--- src/rtl/stopwatch_pkg.sv ---
`default_nettype none
// ============================================================================
// Module      : stopwatch_pkg
// Description : Shared types, constants and 7-segment decode for lap_stopwatch
// Revision    : 1.0 - initial release
// ============================================================================
package stopwatch_pkg;

    localparam int c_BCD_WIDTH = 4;

    typedef enum logic [1:0] {
        IDLE  = 2'd0,
        RUN   = 2'd1,
        PAUSE = 2'd2
    } state_t;

    // Active-low segments, bit 0 = a ... bit 6 = g; non-decimal codes blank.
    function automatic logic [6:0] seg_encode(input logic [c_BCD_WIDTH-1:0] i_digit);
        logic [6:0] w_seg;
        case (i_digit)
            4'd0:    w_seg = 7'b1000000;
            4'd1:    w_seg = 7'b1111001;
            4'd2:    w_seg = 7'b0100100;
            4'd3:    w_seg = 7'b0110000;
            4'd4:    w_seg = 7'b0011001;
            4'd5:    w_seg = 7'b0010010;
            4'd6:    w_seg = 7'b0000010;
            4'd7:    w_seg = 7'b1111000;
            4'd8:    w_seg = 7'b0000000;
            4'd9:    w_seg = 7'b0010000;
            default: w_seg = 7'b1111111;
        endcase
        return w_seg;
    endfunction

endpackage
`default_nettype wire

--- src/rtl/debounce_filter.sv ---
`default_nettype none
// ============================================================================
// Module      : debounce_filter
// Description : Switch filter; output follows input after DEBOUNCE_TIME stable cycles
// Revision    : 1.0 - initial release
// ============================================================================
module debounce_filter #(
    parameter int DEBOUNCE_TIME = 250000
) (
    input  logic i_Clk,
    input  logic i_Rst,
    input  logic i_Switch,
    output logic o_Switch
);

    localparam int              c_CW      = $clog2(DEBOUNCE_TIME + 1);
    localparam logic [c_CW-1:0] c_CNT_MAX = c_CW'(DEBOUNCE_TIME - 1);

    logic [c_CW-1:0] r_count_q;
    logic [c_CW-1:0] w_count_d;
    logic            r_level_q;
    logic            w_level_d;

    // Any return to the current level restarts the stability window.
    always_comb begin
        w_count_d = '0;
        w_level_d = r_level_q;
        if ((i_Switch != r_level_q) && (r_count_q < c_CNT_MAX)) begin
            w_count_d = r_count_q + c_CW'(1);
        end else if (r_count_q == c_CNT_MAX) begin
            w_level_d = i_Switch;
        end
    end

    always_ff @(posedge i_Clk) begin
        if (i_Rst) begin
            r_count_q <= '0;
            r_level_q <= 1'b0;
        end else begin
            r_count_q <= w_count_d;
            r_level_q <= w_level_d;
        end
    end

    assign o_Switch = r_level_q;

endmodule
`default_nettype wire

--- src/rtl/lap_stopwatch.sv ---
`default_nettype none
// ============================================================================
// Module      : lap_stopwatch
// Description : BCD centisecond stopwatch with start/stop, lap and reset
// Revision    : 1.0 - initial release
// ============================================================================
module lap_stopwatch
    import stopwatch_pkg::*;
#(
    parameter int NUM_DIGITS    = 4,
    parameter int CENTISECOND   = 250000,
    parameter int DEBOUNCE_TIME = 250000
) (
    input  logic                              i_Clk,
    input  logic                              i_Rst,
    input  logic                              i_Switch_1,
    input  logic                              i_Switch_2,
    output logic [c_BCD_WIDTH*NUM_DIGITS-1:0] o_Bcd,
    output logic [6:0]                        o_Segments1,
    output logic [6:0]                        o_Segments2,
    output logic                              o_Running,
    output logic                              o_Lap,
    output logic                              o_Wrap
);

    localparam int              c_W          = c_BCD_WIDTH * NUM_DIGITS;
    localparam int              c_PW         = $clog2(CENTISECOND);
    localparam logic [c_PW-1:0] c_PRESC_MAX  = c_PW'(CENTISECOND - 1);

    logic            w_sw1_deb;
    logic            w_sw2_deb;
    logic            r_sw1_prev_q;
    logic            r_sw2_prev_q;
    logic            w_start;
    logic            w_lap_press;
    logic            w_tick;
    state_t          r_state_q;
    state_t          w_state_d;
    logic [c_PW-1:0] r_presc_q;
    logic [c_PW-1:0] w_presc_d;
    logic [c_W-1:0]  r_count_q;
    logic [c_W-1:0]  w_count_d;
    logic [c_W-1:0]  w_count_inc;
    logic [NUM_DIGITS:0] w_carry;
    logic            r_lap_q;
    logic            w_lap_d;
    logic [c_W-1:0]  r_lap_val_q;
    logic [c_W-1:0]  w_lap_val_d;
    logic            r_wrap_q;
    logic            w_wrap_d;
    logic [c_W-1:0]  w_display;
    logic [6:0]      r_seg1_q;
    logic [6:0]      r_seg2_q;

    debounce_filter #(.DEBOUNCE_TIME(DEBOUNCE_TIME)) u_debounce_start (
        .i_Clk    (i_Clk),
        .i_Rst    (i_Rst),
        .i_Switch (i_Switch_1),
        .o_Switch (w_sw1_deb)
    );

    debounce_filter #(.DEBOUNCE_TIME(DEBOUNCE_TIME)) u_debounce_lap (
        .i_Clk    (i_Clk),
        .i_Rst    (i_Rst),
        .i_Switch (i_Switch_2),
        .o_Switch (w_sw2_deb)
    );

    assign w_start     = w_sw1_deb & ~r_sw1_prev_q;
    assign w_lap_press = w_sw2_deb & ~r_sw2_prev_q;
    assign w_tick      = (r_state_q == RUN) && (r_presc_q == c_PRESC_MAX);

    // Ripple-carry BCD increment; the carry out of the top digit is the wrap.
    assign w_carry[0] = w_tick;
    for (genvar g = 0; g < NUM_DIGITS; g++) begin : g_digit
        logic [c_BCD_WIDTH-1:0] w_digit;
        logic                   w_is_nine;
        assign w_digit   = r_count_q[g*c_BCD_WIDTH +: c_BCD_WIDTH];
        assign w_is_nine = (w_digit == 4'd9);
        assign w_count_inc[g*c_BCD_WIDTH +: c_BCD_WIDTH] =
            !w_carry[g] ? w_digit : (w_is_nine ? 4'd0 : w_digit + 4'd1);
        assign w_carry[g+1] = w_carry[g] & w_is_nine;
    end

    always_comb begin
        w_state_d   = r_state_q;
        w_presc_d   = r_presc_q;
        w_count_d   = w_count_inc;
        w_lap_d     = r_lap_q;
        w_lap_val_d = r_lap_val_q;
        w_wrap_d    = w_carry[NUM_DIGITS];

        if (r_state_q == RUN) begin
            w_presc_d = w_tick ? '0 : r_presc_q + c_PW'(1);
        end else if (r_state_q == IDLE) begin
            w_presc_d = '0;
        end

        // Start/stop wins over a lap/reset press in the same cycle.
        if (w_start) begin
            case (r_state_q)
                IDLE:    w_state_d = RUN;
                RUN:     w_state_d = PAUSE;
                PAUSE:   w_state_d = RUN;
                default: w_state_d = IDLE;
            endcase
        end else if (w_lap_press) begin
            case (r_state_q)
                RUN: begin
                    if (r_lap_q) begin
                        w_lap_d = 1'b0;
                    end else begin
                        w_lap_val_d = r_count_q;
                        w_lap_d     = 1'b1;
                    end
                end
                PAUSE: begin
                    if (r_lap_q) begin
                        w_lap_d = 1'b0;
                    end else begin
                        w_count_d = '0;
                        w_presc_d = '0;
                        w_state_d = IDLE;
                    end
                end
                default: ;
            endcase
        end
    end

    always_ff @(posedge i_Clk) begin
        if (i_Rst) begin
            r_state_q    <= IDLE;
            r_presc_q    <= '0;
            r_count_q    <= '0;
            r_lap_q      <= 1'b0;
            r_lap_val_q  <= '0;
            r_wrap_q     <= 1'b0;
            r_sw1_prev_q <= 1'b0;
            r_sw2_prev_q <= 1'b0;
            r_seg1_q     <= seg_encode(4'd0);
            r_seg2_q     <= seg_encode(4'd0);
        end else begin
            r_state_q    <= w_state_d;
            r_presc_q    <= w_presc_d;
            r_count_q    <= w_count_d;
            r_lap_q      <= w_lap_d;
            r_lap_val_q  <= w_lap_val_d;
            r_wrap_q     <= w_wrap_d;
            r_sw1_prev_q <= w_sw1_deb;
            r_sw2_prev_q <= w_sw2_deb;
            r_seg1_q     <= seg_encode(w_display[c_BCD_WIDTH +: c_BCD_WIDTH]);
            r_seg2_q     <= seg_encode(w_display[0 +: c_BCD_WIDTH]);
        end
    end

    assign w_display   = r_lap_q ? r_lap_val_q : r_count_q;
    assign o_Bcd       = w_display;
    assign o_Segments1 = r_seg1_q;
    assign o_Segments2 = r_seg2_q;
    assign o_Running   = (r_state_q == RUN);
    assign o_Lap       = r_lap_q;
    assign o_Wrap      = r_wrap_q;

endmodule
`default_nettype wire

--- config.mk ---
export PLATFORM = sky130hd
export DESIGN_NAME = lap_stopwatch
export DESIGN_NICKNAME = d
export VERILOG_FILES = /design/src/rtl/stopwatch_pkg.sv /design/src/rtl/debounce_filter.sv /design/src/rtl/lap_stopwatch.sv
export SDC_FILE = /design/constraint.sdc
export NUM_CORES = 1
export LEC_CHECK = 0
export ABC_AREA = 1
export ABC_CLOCK_PERIOD_IN_PS = 1900
export CORE_MARGIN = 1.5
export CORE_UTILIZATION = 40
export CTS_CLUSTER_SIZE = 16
export DETAILED_ROUTE_END_ITERATION = 7
export SETUP_SLACK_MARGIN = 0.05
export SYNTH_ARGS = -nofsm -noshare
export SYNTH_HDL_FRONTEND = slang
export SYNTH_SLANG_ARGS = --single-unit
--- constraint.sdc ---
create_clock -name i_Clk -period 1.9 [get_ports i_Clk]
set_input_delay 0.38 -clock i_Clk [delete_from_list [all_inputs] [get_ports i_Clk]]
set_output_delay 0.38 -clock i_Clk [all_outputs]
set_load 0.005 [all_outputs]
; ---- Word level (Yosys, flattened, before mapping)
; Memories as Yosys holds them, arrays and structs flattened. A register that Yosys moved wholly into a read port is not among the register bits.
; Index checks and enable logic that the tools add are counted.
[totals]
latch_bits = 0
memories = 2
output_inout_bits = 33
ramBits = 0
inputBits = 4
register_bits = 94
mem_bits_ro = 224
wordCells = 88
[mem_list]
columns = name, words, width, rd, rd_clocked_by_memory_dff, wr, line
row1 = (name not given), 16, 7, 1, 1, 0, stopwatch_pkg.sv:20  ; case (i_digit)
row2 = (name not given), 16, 7, 1, 1, 0, stopwatch_pkg.sv:20
[op_classes]
bitwise_logic = 11
multipliers = 0
n_reduce_logical = 15
n_div = 0
n_mux = 27
n_shift = 0
n_addsub = 7
order_cmp = 2
eq_ne = 12
[op_table]
columns = operator, n
row1 = 2-to-1 mux 18 bit, 7
row2 = 2-to-1 mux 16 bit, 5
row3 = adder 18 x 1 -> 18 bit (second input constant), 3
row4 = == test 18 bit (second input constant), 3
row5 = less-than comparator 18 bit (second input constant), 2
row6 = 2-to-1 mux 4 bit, 8
row7 = adder 4 x 1 -> 4 bit (second input constant), 4
row8 = == test 4 bit (second input constant), 4
row9 = AND reduction 3 bit, 3
row10 = 2-to-1 mux 2 bit, 4
row11 = bitwise AND 1 bit, 6
row12 = nonzero test 2 bit, 3
row13 = OR reduction 2 bit, 3
row14 = inverter 1 bit, 5
row15 = case mux 2 bit (2 select lines), 1
row16 = AND reduction 2 bit, 2
row17 = logical AND 1 bit, 3
row18 = == test 2 x 1 -> 1 bit (second input constant), 1
row19 = == test 2 bit (second input constant), 1
row20 = logical NOT 2 bit, 1
row21 = != test 1 bit, 2
row22 = != test 2 bit (second input constant), 1
row23 = case mux 1 bit (2 select lines), 1
row24 = 2-to-1 mux 1 bit, 1

; ---- Depth between registers and ports, before layout
[depth]
word_depth = 10
ltp_mapped = 12
mapped_depth_nobuf = 11

; ---- By module
; Synthesis repeated with hierarchy kept, for this count alone.
[unflattened]
hier_cells = 814
area_unflattened_um2 = 5755.5
[modules_own_cells]
columns = module, cells_each, area_per_inst_um2, instances, seq_area_each_um2
row1 = lap_stopwatch, 514, 3653.5, 1, 1401.3
row2 = debounce_filter, 150, 1051.0, 2, 380.4

; ---- Worst setup path before layout
; Ideal clock, no wire load.
[synth_timing]
path_type = reg2reg
from = register r_lap_q, in the netlist o_Lap
to = register r_seg1_q[0], in the netlist o_Segments1[0]
setup_slack_ns = 0.179
period_less_slack_ns = 1.721
setup_time_ns = 0.132
required_ns = 1.768
n_path_buf = 2
path_stages_with_launch = 11
arrival_ns = 1.589
path_cell_list = dfxtp_1 -> buf_4 -> buf_6 -> nand2_1 -> o21ai_1 -> inv_1 -> ha_1 -> o21ai_0 -> inv_1 -> o21ai_1 -> a21oi_1
[synth_via]
elab_chain_len = 1
[synth_lines]
columns = element, line
row1 = "start, declared", lap_stopwatch.sv:45  ; logic r_lap_q;
row2 = "start signal, assigned", lap_stopwatch.sv:147  ; r_lap_q <= w_lap_d;
row3 = 2-to-1 mux 16 bit, n/a
row4 = named net o_Bcd[4], lap_stopwatch.sv:18  ; output logic [c_BCD_WIDTH*NUM_DIGITS-1:0] o_Bcd,
row5 = "end, declared", lap_stopwatch.sv:52  ; logic [6:0] r_seg1_q;
; The timed path passes the listed nets, and every way through them passes these cells.
; A chain may end at the register's enable or synchronous reset.

; ---- Final worst setup path
[layout_timing]
from = register r_lap_q, in the netlist o_Lap
to = output port o_Bcd[9]
[layout_via]
elab_chain_len = 1
[layout_lines]
columns = element, line
row1 = 2-to-1 mux 16 bit, n/a
row2 = "end, declared", lap_stopwatch.sv:18
; Every way passes these cells.

==> metrics.md <==
| Metric | Value |
|---|---|
| Outcome | completed |
| H-tree levels | 3 |
| Pwr/cell area | 685.4 nW/um2 |
| Longest Clk Path Bufs | 2 |
| TritonRoute pass-1 iters | 5 |
| HP Class | reg -> reg |
| RD Place Congestion | 0.8650 |
| Top cell type's share of synthesized area | 39.31% |
| Slew of the pin with the lowest slew margin | 403.9 ps |
| Die ar. | 14460 um2 |
| Io pins | 37 |
| Count of final setup violators | 0 |
| Die Span X | 120.3 um |
| Psw | 0.9278 mW |
| Total track usage | 17.59% |
| Hold Path Depth | 1 |
| Critical Path AT | 1430 ps |
| Detailed Route Iter0 Violations | 266 |
| Final Hold Fails | 0 |
| Largest net degree at the start of global routing | 33 |
| Sw Share | 20.58% |
| CP Capture Type | output pin |
| CTS Hold Bufs | 0 |
| DRC viols | 0 |
| Worst Skew | 5.148 ps |
| Clock Tree Root | clkbuf_16 |
| Slowest CP cell | dfxtp_4 |
| Die H | 120.3 um |
| Final hold slack | 443.5 ps |
| Distinct cells, synth | 40 |
| Pint | 3.581 mW |
| Setup WS post-layout | 94.91 ps |
| Clock sink count | 108 |
| Pleak | 2.434 nW |
| Antenna viol nets, final | 0 |
| Number of max-cap violations | 0 |
| # rows | 42 |
| Crit path depth | 4 |
| Register bit count reported by yosys | 108 |
| Syn Area/Cell | 7.237 um2 |
| Fmax | 0.5540 GHz |
| Hpwl dp | 8.412 mm |
| Worst path cell trace | buf_12, buf_16, o21ai_2, dlygate4sd2_1 |
| Top cells by area in the synthesized netlist | dfxtp_1 39%, nand2_1 9.3%, a21oi_1 6.8%, inv_1 5.9%, nor2_1 5.3% |
| Total Negative Setup Slacks | 0 ps |
| RSZ-0062 raised after global routing | no |
| CTS clk-pin slew, worst paths | 70 ps |
| Initial antenna violation count | 0 |
| Vias | 4941 |
| Synth Flop Type | dfxtp_1 |
| Clock Latency Late Sink | 360 ps |
| VDD IR max | 475.6 uV |
| Top delay family on crit path | buffers and inverters |
| Count of final max-slew check failures | 0 |
| Seq/Total Area, Yosys | 39.31% |
| Critical Path Start Type | flop |
| Filler cell count | 1311 |
| Gate power share | 2.0% |
| Post-synthesis instance total | 760 |
| Post-synth EDFFs | 0 |
| Leading cell types by count after synthesis | 136 x nand2_1, 108 x dfxtp_1, 87 x inv_1, 77 x nor2_1, 75 x a21oi_1 |
| Most frequent cell after synthesis | nand2_1 |
| Async S/R FF share, synth | 0% |
| GRT overflow | 0 |
| CTS tree | done |
| Slew margin rel. | 72.87% |
| Diodes inserted | 0 |
| Sequential Power Share | 50.3% |
| Number of global-route vias before repair | 4637 |
| Req. time, crit path | 1520 ps |
| Area delta synth->final | 19.61% |
| Number of vias per cell | 4.981 |
| Synth Net Count | 781 |
| First-pass GRT wire length | 20.73 mm |
| Fin crit share | 95.00% |
| CTS Buf Count | 9 |
| Clk pwr share | 47.7% |
| Dpl ws | 103.8 ps |
| Leading area contributor after synthesis | dfxtp_1 |
| CP max stage delay | 370 ps |
| Cell Area, Synth | 5500 um2 |
| Reg2Reg Setup Slack | 200 ps |
| Worst Path Buf+Inv | 3 |
| Post-layout min period | 1805 ps |
| Critical path class | reg -> out |
| Tot Pwr | 4.509 mW |
| Syn. warnings | 0 |
| CORE AREA | 13350 um2 |
| Final net count | 833 |
| Post-Route WL | 12.19 mm |
| Port bufs | 36 |
| Initial Utilization | 41.21% |
| Post-DR wirelength/cell | 12.29 um |
| R2R depth | 8 |
| CP max FO | 16 |
| Share of post-route cells with drive strength above 1 | 13.97% |
-- through the flow --
step	util, %	instances	area [um2]
6_report	49.29	992	6579
5_1_grt	49.29	992	6579
4_1_cts	49.18	991	6565
3_5_place_dp	46.03	970	6143
3_3_place_gp	46.03	970	6143
2_1_floorplan	-	760	5500
-- power by group through the flow --
stage / Sequential (mW) / Combinational (mW) / Clock [mW]
floorplan: 2.32 / 0.0556 / 0
global placement: 2.32 / 0.0897 / 0
detailed placement: 2.32 / 0.0914 / 0
CTS: 2.27 / 0.0917 / 2.21
global route: 2.27 / 0.101 / 2.30
finish: 2.27 / 0.0910 / 2.15
-- what timing repair did --
action | in CTS | in global routing
cloned | 1 | 0
gates resized for setup | 33 | 6
pin swaps | 0 | 0
endpoints found under the setup margin | 18 | 6
setup buffers | 5 | 1
-- cells in the final DEF (no fill, tap or decap), types with 4 or more instances in the layout --
master | netlist | routed
ha_1 | 17 | 16
dfxtp_1 | 108 | 106
o21ai_1 | 21 | 19
xor2_1 | 13 | 13
nor2_4 | 5 | 6
dlygate4sd2_1 | 0 | 16
or2_1 | 4 | 4
nand2_1 | 136 | 135
o21ai_0 | 38 | 37
clkbuf_16 | 0 | 9
nand4_1 | 19 | 19
nor3_1 | 15 | 15
clkdlybuf4s50_1 | 0 | 18
o21ai_2 | 10 | 12
a21oi_1 | 75 | 75
nand3_1 | 42 | 42
xnor2_1 | 7 | 7
inv_1 | 87 | 83
nor2_1 | 77 | 77
nor2_2 | 13 | 12
inv_2 | 17 | 21
buf_12 | 0 | 5
buf_4 | 5 | 19
nand2_2 | 5 | 6
-- cells by family (layout without fill, tap and decap cells) --
| logic type | after synthesis | in the layout | share of synthesized area, % |
|---|---|---|---|
| AO/OA/AOI/OAI | 154 | 154 | 15.13 |
| AND/OR/NAND/NOR | 335 | 335 | 29.05 |
| XOR/XNOR | 20 | 20 | 3.185 |
| buffers and inverters | 126 | 182 | 9.463 |
| flip-flops | 108 | 108 | 39.31 |
| adder cells (fa/ha/maj) | 17 | 17 | 3.867 |
-- layer usage --
layer	up-vias	global-route usage [%]	part of all wire [%]
met2	79	30.04	48
li1	2574	-	-
met5	-	0	0
met3	17	3.208	3.6
met4	0	8.676	2.2
met1	2271	21.28	46
-- path summary, 6_finish.rpt --
check | end | from
worst max register to register | r_presc_q[14] | r_presc_q[0]
worst min-delay path | u_debounce_start.r_count_q[0] | u_debounce_start.r_count_q[0]
worst min register to register | u_debounce_start.r_count_q[0] | u_debounce_start.r_count_q[0]
worst max-delay path | o_Bcd[9] | o_Lap
-- flip-flops by register name, indices dropped and copies added, names as in the netlist --
signal                      cells
r_presc_q                      18
u_debounce_lap.r_count_q       18
u_debounce_start.r_count_q     18
r_count_q                      16
r_lap_val_q                    16
o_Segments1                     7
o_Segments2                     7
r_state_q                       2
o_Lap                           1
o_Wrap                          1
r_sw1_prev_q                    1
r_sw2_prev_q                    1
u_debounce_lap.o_Switch         1
u_debounce_start.o_Switch       1
-- final cells by class --
type | instances | area, um2 | share of cell area (%)
Sequential cell | 108 | 2167 | 32.94
Timing Repair Buffer | 61 | 600.6 | 9.129
Clock inverter | 6 | 111.4 | 1.693
Tap cell | 176 | 220.2 | 3.347
Inverter | 106 | 397.9 | 6.048
Multi-Input combinational cell | 526 | 2856 | 43.42
Clock buffer | 9 | 225.2 | 3.423
Note: power is estimated with default switching activity, not from simulation.
